==> src/rtl/div_ctrl.sv <==
// div_ctrl: RV64M divide/remainder sequencer in front of an iterative 64/32-bit divider.
// Optional macro DIV_CTRL_REUSE_EN: reuse the last divider result for operand-identical requests.

module div_ctrl #(
   parameter int TAG_W = 4
) (
   input  logic             clk,
   input  logic             rst,
   input  logic             flush,
   input  logic             req_valid,
   output logic             req_ready,
   input  logic [1:0]       req_op,
   input  logic             req_word,
   input  logic [63:0]      req_src1,
   input  logic [63:0]      req_src2,
   input  logic [TAG_W-1:0] req_tag,
   output logic             resp_valid,
   input  logic             resp_ready,
   output logic [63:0]      resp_data,
   output logic [TAG_W-1:0] resp_tag,
   output logic             div_valid,
   output logic             div_flush,
   output logic             div_divw,
   output logic             div_signed,
   output logic [63:0]      div_dividend,
   output logic [63:0]      div_divisor,
   input  logic             div_ready,
   input  logic             div_out_valid,
   input  logic [63:0]      div_quotient,
   input  logic [63:0]      div_remainder
);

   typedef enum logic [1:0] {
      S_IDLE  = 2'd0,
      S_ISSUE = 2'd1,
      S_WAIT  = 2'd2,
      S_DONE  = 2'd3
   } state_t;

   state_t      state;
   state_t      next_state;
   logic [1:0]  op;
   logic        word;
   logic [63:0] src1;
   logic [63:0] src2;
   logic        accept;
   logic        capture;
   logic        div_zero;
   logic        sgn_ovf;
   logic        rec_hit;
   logic        fast_hit;
   logic [63:0] spec_quot;
   logic [63:0] spec_rem;
   logic [63:0] rec_data;
   logic [63:0] fast_data;

   function automatic logic [63:0] fmt_result(input logic is_word, input logic [63:0] val);
      logic [63:0] res;
      if (is_word) begin
         res = {{32{val[31]}}, val[31:0]};
      end else begin
         res = val;
      end
      return res;
   endfunction

   // Divide-by-zero and signed-overflow detection on the incoming request.
   always_comb begin
      div_zero = 1'b0;
      sgn_ovf  = 1'b0;
      if (req_word) begin
         div_zero = (req_src2[31:0] == 32'd0);
         sgn_ovf  = !req_op[0] && (req_src1[31:0] == 32'h8000_0000) &&
                    (req_src2[31:0] == 32'hFFFF_FFFF);
      end else begin
         div_zero = (req_src2 == 64'd0);
         sgn_ovf  = !req_op[0] && (req_src1 == 64'h8000_0000_0000_0000) &&
                    (req_src2 == 64'hFFFF_FFFF_FFFF_FFFF);
      end
      if (div_zero) begin
         spec_quot = 64'hFFFF_FFFF_FFFF_FFFF;
         spec_rem  = req_src1;
      end else begin
         spec_quot = req_src1;
         spec_rem  = 64'd0;
      end
   end

`ifdef DIV_CTRL_REUSE_EN
   logic        rec_valid;
   logic        rec_signed;
   logic        rec_word;
   logic [63:0] rec_src1;
   logic [63:0] rec_src2;
   logic [63:0] rec_quot;
   logic [63:0] rec_rem;

   // Lookup of the last divider-completed operation.
   always_comb begin
      rec_hit = rec_valid && (req_src1 == rec_src1) && (req_src2 == rec_src2) &&
                (!req_op[0] == rec_signed) && (req_word == rec_word);
      if (req_op[1]) begin
         rec_data = fmt_result(req_word, rec_rem);
      end else begin
         rec_data = fmt_result(req_word, rec_quot);
      end
   end

   // Record is written only on divider completion, so flush never needs to clear it.
   always_ff @(posedge clk) begin
      if (rst) begin
         rec_valid  <= 1'b0;
         rec_signed <= 1'b0;
         rec_word   <= 1'b0;
         rec_src1   <= 64'd0;
         rec_src2   <= 64'd0;
         rec_quot   <= 64'd0;
         rec_rem    <= 64'd0;
      end else if (capture) begin
         rec_valid  <= 1'b1;
         rec_signed <= !op[0];
         rec_word   <= word;
         rec_src1   <= src1;
         rec_src2   <= src2;
         rec_quot   <= div_quotient;
         rec_rem    <= div_remainder;
      end
   end
`else
   assign rec_hit  = 1'b0;
   assign rec_data = 64'd0;
`endif

   // Special cases take priority over the reuse record.
   always_comb begin
      fast_hit = div_zero || sgn_ovf || rec_hit;
      if (div_zero || sgn_ovf) begin
         if (req_op[1]) begin
            fast_data = fmt_result(req_word, spec_rem);
         end else begin
            fast_data = fmt_result(req_word, spec_quot);
         end
      end else begin
         fast_data = rec_data;
      end
   end

   // State register.
   always_ff @(posedge clk) begin
      if (rst) begin
         state <= S_IDLE;
      end else begin
         state <= next_state;
      end
   end

   // Next-state and divider handshake decode.
   always_comb begin
      next_state = state;
      accept     = 1'b0;
      capture    = 1'b0;
      div_valid  = 1'b0;
      div_flush  = 1'b0;
      case (state)
         S_IDLE: begin
            if (req_valid && !flush && !rst) begin
               accept = 1'b1;
               if (fast_hit) begin
                  next_state = S_DONE;
               end else begin
                  next_state = S_ISSUE;
               end
            end else begin
               next_state = S_IDLE;
            end
         end
         S_ISSUE: begin
            div_valid = !flush && !rst;
            if (flush) begin
               next_state = S_IDLE;
            end else if (div_ready) begin
               next_state = S_WAIT;
            end else begin
               next_state = S_ISSUE;
            end
         end
         S_WAIT: begin
            div_flush = flush && !rst;
            if (flush) begin
               next_state = S_IDLE;
            end else if (div_out_valid) begin
               capture    = 1'b1;
               next_state = S_DONE;
            end else begin
               next_state = S_WAIT;
            end
         end
         S_DONE: begin
            if (flush || resp_ready) begin
               next_state = S_IDLE;
            end else begin
               next_state = S_DONE;
            end
         end
         default: begin
            next_state = S_IDLE;
         end
      endcase
   end

   // Request capture and response register; operands stay put until the next accept.
   always_ff @(posedge clk) begin
      if (rst) begin
         op        <= 2'd0;
         word      <= 1'b0;
         src1      <= 64'd0;
         src2      <= 64'd0;
         resp_data <= 64'd0;
         resp_tag  <= '0;
      end else if (accept) begin
         op       <= req_op;
         word     <= req_word;
         src1     <= req_src1;
         src2     <= req_src2;
         resp_tag <= req_tag;
         if (fast_hit) begin
            resp_data <= fast_data;
         end
      end else if (capture) begin
         if (op[1]) begin
            resp_data <= fmt_result(word, div_remainder);
         end else begin
            resp_data <= fmt_result(word, div_quotient);
         end
      end
   end

   assign req_ready    = (state == S_IDLE) && !rst;
   assign resp_valid   = (state == S_DONE);
   assign div_divw     = word;
   assign div_signed   = !op[0];
   assign div_dividend = src1;
   assign div_divisor  = src2;

endmodule

==> config.mk <==
export PLATFORM = sky130hd
export DESIGN_NAME = div_ctrl
export DESIGN_NICKNAME = d
export VERILOG_FILES = /design/src/rtl/div_ctrl.sv
export SDC_FILE = /design/constraint.sdc
export NUM_CORES = 1
export LEC_CHECK = 0
export CAP_MARGIN = 15
export CORE_ASPECT_RATIO = 1.4
export CORE_MARGIN = 5
export CORE_UTILIZATION = 30
export DETAILED_ROUTE_END_ITERATION = 6
export GPL_TIMING_DRIVEN = 0
export PLACE_DENSITY = 0.67
export SLEW_MARGIN = 20
export SYNTH_ARGS = -nofsm -noshare
export SYNTH_HDL_FRONTEND = slang
export SYNTH_SLANG_ARGS = --single-unit
==> constraint.sdc <==
create_clock -name clk -period 7.7 [get_ports clk]
set_clock_uncertainty 0.2 [all_clocks]
set_input_delay 1.54 -clock clk [delete_from_list [all_inputs] [get_ports clk]]
set_output_delay 1.54 -clock clk [all_outputs]
set_load 0.03 [all_outputs]
==> results of run 1 <==
==> worst paths after layout <==
kind	from	endpoint	slack (ps)
setup reg to reg	op[1]$_SDFFE_PP0P_	resp_data[59]$_SDFFE_PP0P_	4060
hold / removal	div_divisor[28]$_SDFFE_PP0P_	div_divisor[28]$_SDFFE_PP0P_	250
hold reg to reg	div_divisor[28]$_SDFFE_PP0P_	div_divisor[28]$_SDFFE_PP0P_	250
setup / recovery	rst	div_flush	1870
==> cell usage after synthesis (2+ instances only) <==
master,number,area [sq um]
dfxtp_1,201,4020
nand4b_1,2,17.5
o211ai_1,32,240
nand2_1,283,1060
a311oi_2,32,480
a21oi_1,202,1010
and4b_1,2,20.0
nor3_1,4,20.0
buf_2,9,45.0
buf_6,5,56.3
nand4_1,16,100
o221ai_1,32,280
a21o_1,2,15.0
and4_1,4,35.0
nor2_1,8,30.0
or4_1,3,22.5
mux2i_1,33,330
nor4_1,31,194
nand3_1,2,10.0
clkbuf_2,3,15.0
nor4b_1,2,17.5
maj3_1,32,320
and2_1,2,12.5
clkbuf_1,83,312
buf_1,8,30.0
o21ai_0,32,160
o211a_1,32,320
inv_1,98,368
nor3_2,2,20.0
==> cell usage in the layout, fill, tap and decap left out, drive strengths merged, types with 2 or more instances in the layout <==
master | synthesis | final
o211a | 32 | 32
clkdlybuf4s50 | 0 | 469
maj3 | 32 | 32
nand3 | 2 | 2
mux2i | 33 | 33
o221ai | 32 | 32
dfxtp | 201 | 201
or4 | 3 | 3
a311oi | 32 | 32
and4b | 2 | 2
nor2 | 8 | 8
nor4 | 31 | 31
clkinv | 0 | 2
a21o | 2 | 2
and4 | 4 | 4
a21oi | 203 | 203
diode | 0 | 2
inv | 98 | 98
buf | 22 | 22
nor3 | 6 | 6
nor4b | 2 | 2
nand4b | 2 | 2
and2 | 3 | 3
o21ai | 32 | 32
nand2 | 283 | 283
bufinv | 0 | 2
o211ai | 32 | 32
nand4 | 16 | 16
clkbuf | 86 | 120
==> registers in the layout, summed over array words and instances, names as in the netlist <==
signal,count
div_divisor,64
div_dividend,64
op,2
resp_tag,4
resp_data,64
state,2
div_divw,1
==> worst max-delay path, cell delays in order <==
cell             delay (ps)
clkbuf_1                410
clkbuf_1                690
clkbuf_1                610
nor3_1                  160
clkdlybuf4s50_1         660
==> final cells by class <==
cell class / instances / area share [%]
Timing Repair Buffer: 469 / 30.1
Antenna cell: 2 / 0.0321
Sequential cell: 201 / 25.8
Tap cell: 395 / 3.17
Multi-Input combinational cell: 802 / 30.9
Buffer: 108 / 2.94
Clock buffer: 34 / 4.15
Inverter: 98 / 2.36
Clock inverter: 5 / 0.522
==> cells by family after synthesis <==
family	Yosys count	share of synthesized area (%)
adder cells (fa/ha/maj)	32	3.32
multiplexers	33	3.42
flip-flops	201	41.6
AND/OR/NAND/NOR	366	16.5
AO/OA/AOI/OAI	371	26.6
buffers and inverters	206	8.55
==> report_power, final <==
part / switching, mW / total [mW] / internal (mW)
clock: 0.445 / 1.09 / 0.645
combinational: 0.230 / 0.449 / 0.219
sequential: 0.0140 / 1.08 / 1.07
==> metal layers <==
layer,vias up,track usage (%),wire [um]
li1,5237,-,-
met1,5113,27.4,17800
met4,2,9.64,1880
met3,87,6.03,3280
met2,390,42.3,22700
met5,-,0,13
==> summary.md, run 1 <==
| Metric | Value |
|---|---|
| Area growth syn-to-layout | `61.4%` |
| Synth Instances | `1209` |
| Pre-antenna DRT Iters | `7` |
| Post-CTS Hold Buffers | `0` |
| Fmax | `172 MHz` |
| Worst R2R Path Depth | `10` |
| Critical path fanouts, max | `10` |
| Placed cell areas | `14900 sq um` |
| Worst setup margin | `1870 ps` |
| Utilization after layout | `49.2%` |
| Pre-CTS setup slack | `1720 ps` |
| Worst-path clk slew | `50 ps` |
| MaxCap Viol Count | `0` |
| Worst skew pair latency | `510 ps` |
| Yosys warns | `0` |
| Total number of vias | `10.8k` |
| Fin. max-slew vios | `0` |
| Vias/cell | `5.12` |
| Yosys cell types | `41` |
| Multi-input logic area | `4820 sq um` |
| Die H | `222 um` |
| Remaining antenna violation count after routing | `0` |
| Status | `finished clean` |
| P_leak | `5.66 nW` |
| Post-synth EDFFs | `0` |
| First-pass GRT wire length | `66800 um` |
| Maximum VDD drop | `146 uV` |
| H-tree depth | `1` |
| Tmin final | `5830 ps` |
| Die W | `162 um` |
| Nets@finish | `1972` |
| Filler cells | `3096` |
| Worst EP arrival | `4090 ps` |
| Final setup fails | `0` |
| CTS resizes | `0` |
| Crit path launch type | `input pin` |
| Post-synth top flop | `dfxtp_1` |
| Synth Cell Area | `9660 sq um` |
| Initial Util | `30.5%` |
| GRT Total Usage | `23.9%` |
| Dpl hpwl | `36100 um` |
| Slew HR | `22.3%` |
| Post-route setup TNS | `0 ps` |
| Unrepaired setup endpoints after global routing | `no` |
| Root Buffer | `clkbuf_16` |
| Die area | `35900 sq um` |
| Routability cong. | `0.898` |
| Post-CTS setup buffers | `0` |
| GRT overflow | `0` |
| Hold slack final | `252 ps` |
| Final routed DRC violation total | `0` |
| I/O pins | `472` |
| Hold Path Cell Cnt | `2` |
| Crit end category | `output port` |
| Worst Setup Path Type | `in -> out` |
| TritonCTS Buffers | `22` |
| Register Area | `4020 sq um` |
| 1st-iter DRT viols | `454` |
| CTS tree | `yes` |
| Layout cells sized above 1 | `5.01%` |
| Post-Syn Nets | `1479` |
| Wirelength per Cell | `21.6 um` |
| Initial antenna violation count | `3` |
| FP Rows | `77` |
| Number of port buffers | `469` |
| Final hold violations | `0` |
| Register bit total from synthesis | `201` |
| Core ar. | `31700 sq um` |
| Req. time, crit path | `5960 ps` |
| Design area | `15600 sq um` |
| Routed WL | `45600 um` |
| Vias in the first global route | `10.9k` |
| Hold crit path type | `reg -> reg` |
| Bufs on Longest Clock Path | `3` |
| Least-Margin Pin Slew | `1160 ps` |
| Power per standard cell area | `168 nW/um^2` |
| Asr flop ratio synth | `0%` |
| Synthesized area per cell | `7.99 sq um` |
| Final period util | `75.7%` |
| Total power | `2.62 mW` |
| Largest net degree at the start of global routing | `14` |
| Register area share after synthesis | `41.6%` |
| Non-Filler Instances | `2114` |
| # placed instances | `2073` |
| Clock sink count | `201` |
No activity file was read; power rests on OpenSTA's default activity.
==> inputs of run 2 (changes only) <==
clock period = 5.85 ns   (was 7.7 ns; I/O delays follow)
==> results of run 2 <==
The final DEF is identical to that of run 1. Status: finished clean.
Among the figures that moved: setup slack after placement 1720 ps -> 610 ps; setup slack after layout 1870 ps -> 761 ps; register-to-register setup slack 4060 ps -> 2210 ps; total power 2.62 mW -> 3.45 mW; worst IR drop on VDD 146 uV -> 192 uV
==> inputs of run 3 (changes only) <==
CORE_AREA = 5 5 179 181   (was default)
CORE_ASPECT_RATIO = default   (was 1.4)
CORE_MARGIN = default   (was 5)
CORE_UTILIZATION = default   (was 30)
DIE_AREA = 0 0 184 186   (was default)
PLACE_DENSITY = 0.71   (was 0.67)
==> summary.md, run 3 (synthesis gave the netlist of run 1 again) <==
| Metric | Value |
|---|---|
| Status | `finished clean` |
| Crit path top cell by count | `clkbuf_1` |
| Placed cell areas | `14900 sq um (about the same)` |
| First-pass GRT wire length | `65200 um (-2.4%)` |
| Post-CTS setup buffers | `0 (unchanged)` |
| Critical path, cell by cell | `clkbuf_1, clkbuf_1, clkbuf_1, nor3_1, clkdlybuf4s50_1` |
| Largest net degree at the start of global routing | `13 (-1)` |
| I/O pins | `472 (unchanged)` |
| CTS tree | `yes` |
| Fin. max-slew vios | `0 (unchanged)` |
| GRT Total Usage | `24.4% (+0.47 points)` |
| # placed instances | `2074 (+0.048%)` |
| Unrepaired setup endpoints after global routing | `no` |
| Hold slack final | `254 ps (+2.26 ps)` |
| TritonCTS Buffers | `23 (+4.5%)` |
| Clock sink count | `201 (unchanged)` |
| Total number of vias | `11.0k (+1.6%)` |
| CP delay by family, top | `buffers and inverters` |
| Core ar. | `30300 sq um (-4.5%)` |
| Crit end category | `output port` |
| Worst EP arrival | `3620 ps` |
| FP Rows | `64 (-17%)` |
| Worst skew pair latency | `510 ps (about the same)` |
| H-tree depth | `1 (unchanged)` |
| Least-Margin Pin Slew | `997 ps (-159 ps)` |
| Crit path launch type | `input pin` |
| Area growth syn-to-layout | `61.6%` |
| Final routed DRC violation total | `0 (unchanged)` |
| Wirelength per Cell | `21.1 um (-2.2%)` |
| Initial Util | `31.9% (+1.4 points)` |
| 1st-iter DRT viols | `738 (+63%)` |
| Utilization after layout | `51.6% (+2.4 points)` |
| MaxCap Viol Count | `0 (unchanged)` |
| Root Buffer | `clkbuf_16` |
| Routability cong. | `0.945 (+5.3%)` |
| Slowest CP cell | `clkbuf_1` |
| Initial antenna violation count | `4 (+1)` |
| P_leak | `5.68 nW (+0.35%)` |
| Routed WL | `44700 um (-1.9%)` |
| Fmax | `200 MHz` |
| Tmin final | `4990 ps` |
| Worst-path clk slew | `60 ps (about the same)` |
| Design area | `15600 sq um (+0.15%)` |
| Nets@finish | `1973 (+0.051%)` |
| Worst Setup Path Type | `in -> out` |
| Req. time, crit path | `4480 ps` |
| Post-route setup TNS | `0 ps (unchanged)` |
| CTS resizes | `0 (unchanged)` |
| Die H | `186 um (-16%)` |
| Remaining antenna violation count after routing | `0 (unchanged)` |
| Maximum VDD drop | `172 uV` |
| Bufs on Longest Clock Path | `3 (unchanged)` |
| Final setup fails | `0 (unchanged)` |
| Most frequent cells in the layout | `469 x clkdlybuf4s50_1, 283 x nand2_1, 202 x a21oi_1` |
| GRT overflow | `0 (unchanged)` |
| Largest stage delay, worst path | `700 ps (about the same)` |
| Critical path fanouts, max | `10 (unchanged)` |
| Vias/cell | `5.19 (+1.4%)` |
| Hold crit path type | `reg -> reg` |
| Non-Filler Instances | `2119 (+0.24%)` |
| Dpl hpwl | `35300 um (-2.3%)` |
| Die area | `34200 sq um (-4.8%)` |
| Power per standard cell area | `222 nW/um^2` |
| Final period util | `85.3%` |
| Worst Path Buf+Inv | `4 (unchanged)` |
| Vias in the first global route | `10.9k (-0.018%)` |
| Number of port buffers | `469 (unchanged)` |
| Die W | `184 um (+14%)` |
| Post-CTS Hold Buffers | `0 (unchanged)` |
| Pre-antenna DRT Iters | `6 (-1)` |
| Slew HR | `33.5% (+11 points)` |
| Final hold violations | `0 (unchanged)` |
| Layout cells sized above 1 | `5.18% (+0.17 points)` |
| Most common cell after layout, fill and taps aside | `clkdlybuf4s50_1` |
-- run 3: cell count changes in the layout (fill, tap and decap cells not counted), sizes merged --
cell | before | now
clkinv | 2 | 5
clkinvlp | 1 | 0
diode | 2 | 4
-- run 3: routing by layer --
metal | track usage, % | share of wire (%) | vias up
met5 | 0 | 0.016 | -
met4 | 8.40 | 3.8 | 2
met3 | 5.59 | 7.9 | 102
met2 | 40.0 | 47 | 491
met1 | 31.7 | 42 | 5150
li1 | - | - | 5259
-- run 3: layout make-up --
class / instances / area, sq um
antenna: 4 / 10.0
buffer: 108 / 458
clock buffer: 34 / 667
clock inverter: 7 / 85.1
fill: 2899 / 14700
inverter: 98 / 368
multi-input combinational: 802 / 4810
sequential: 201 / 4020
tap: 396 / 495
timing repair buffer: 469 / 4690
-- run 3: path summary, 6_finish.rpt --
| path | from | endpoint | slack (ps) | depth (start not counted) |
|---|---|---|---|---|
| worst max-delay path | rst | div_flush | 860 | 5 |
| worst min register to register | div_dividend[4]$_SDFFE_PP0P_ | div_dividend[4]$_SDFFE_PP0P_ | 250 | 2 |
| worst min-delay path | div_dividend[4]$_SDFFE_PP0P_ | div_dividend[4]$_SDFFE_PP0P_ | 250 | 2 |
| worst max register to register | op[1]$_SDFFE_PP0P_ | resp_data[39]$_SDFFE_PP0P_ | 2370 | 10 |
-- run 3: through the flow --
stage                     worst slack, ps  total power, mW
after floorplan                      1930             1.68
after global placement                765             2.04
after detailed placement              763             2.04
after CTS                             751             3.49
after global routing                  747             3.59
final                                 862             3.47
-- run 3: worst min-delay path, delay by kind of cell, from the launching register on --
kind | cells | cell delay, ps
compound gates | 1 | 50
flops | 1 | 310
simple gates | 1 | 50
-- run 3: power breakdown --
part	switching [mW]	leakage, nW	internal (mW)
Sequential	0.0176	1.63	1.40
Combinational	0.303	3.68	0.288
Clock	0.588	0.374	0.873
Total	0.909	5.68	2.56
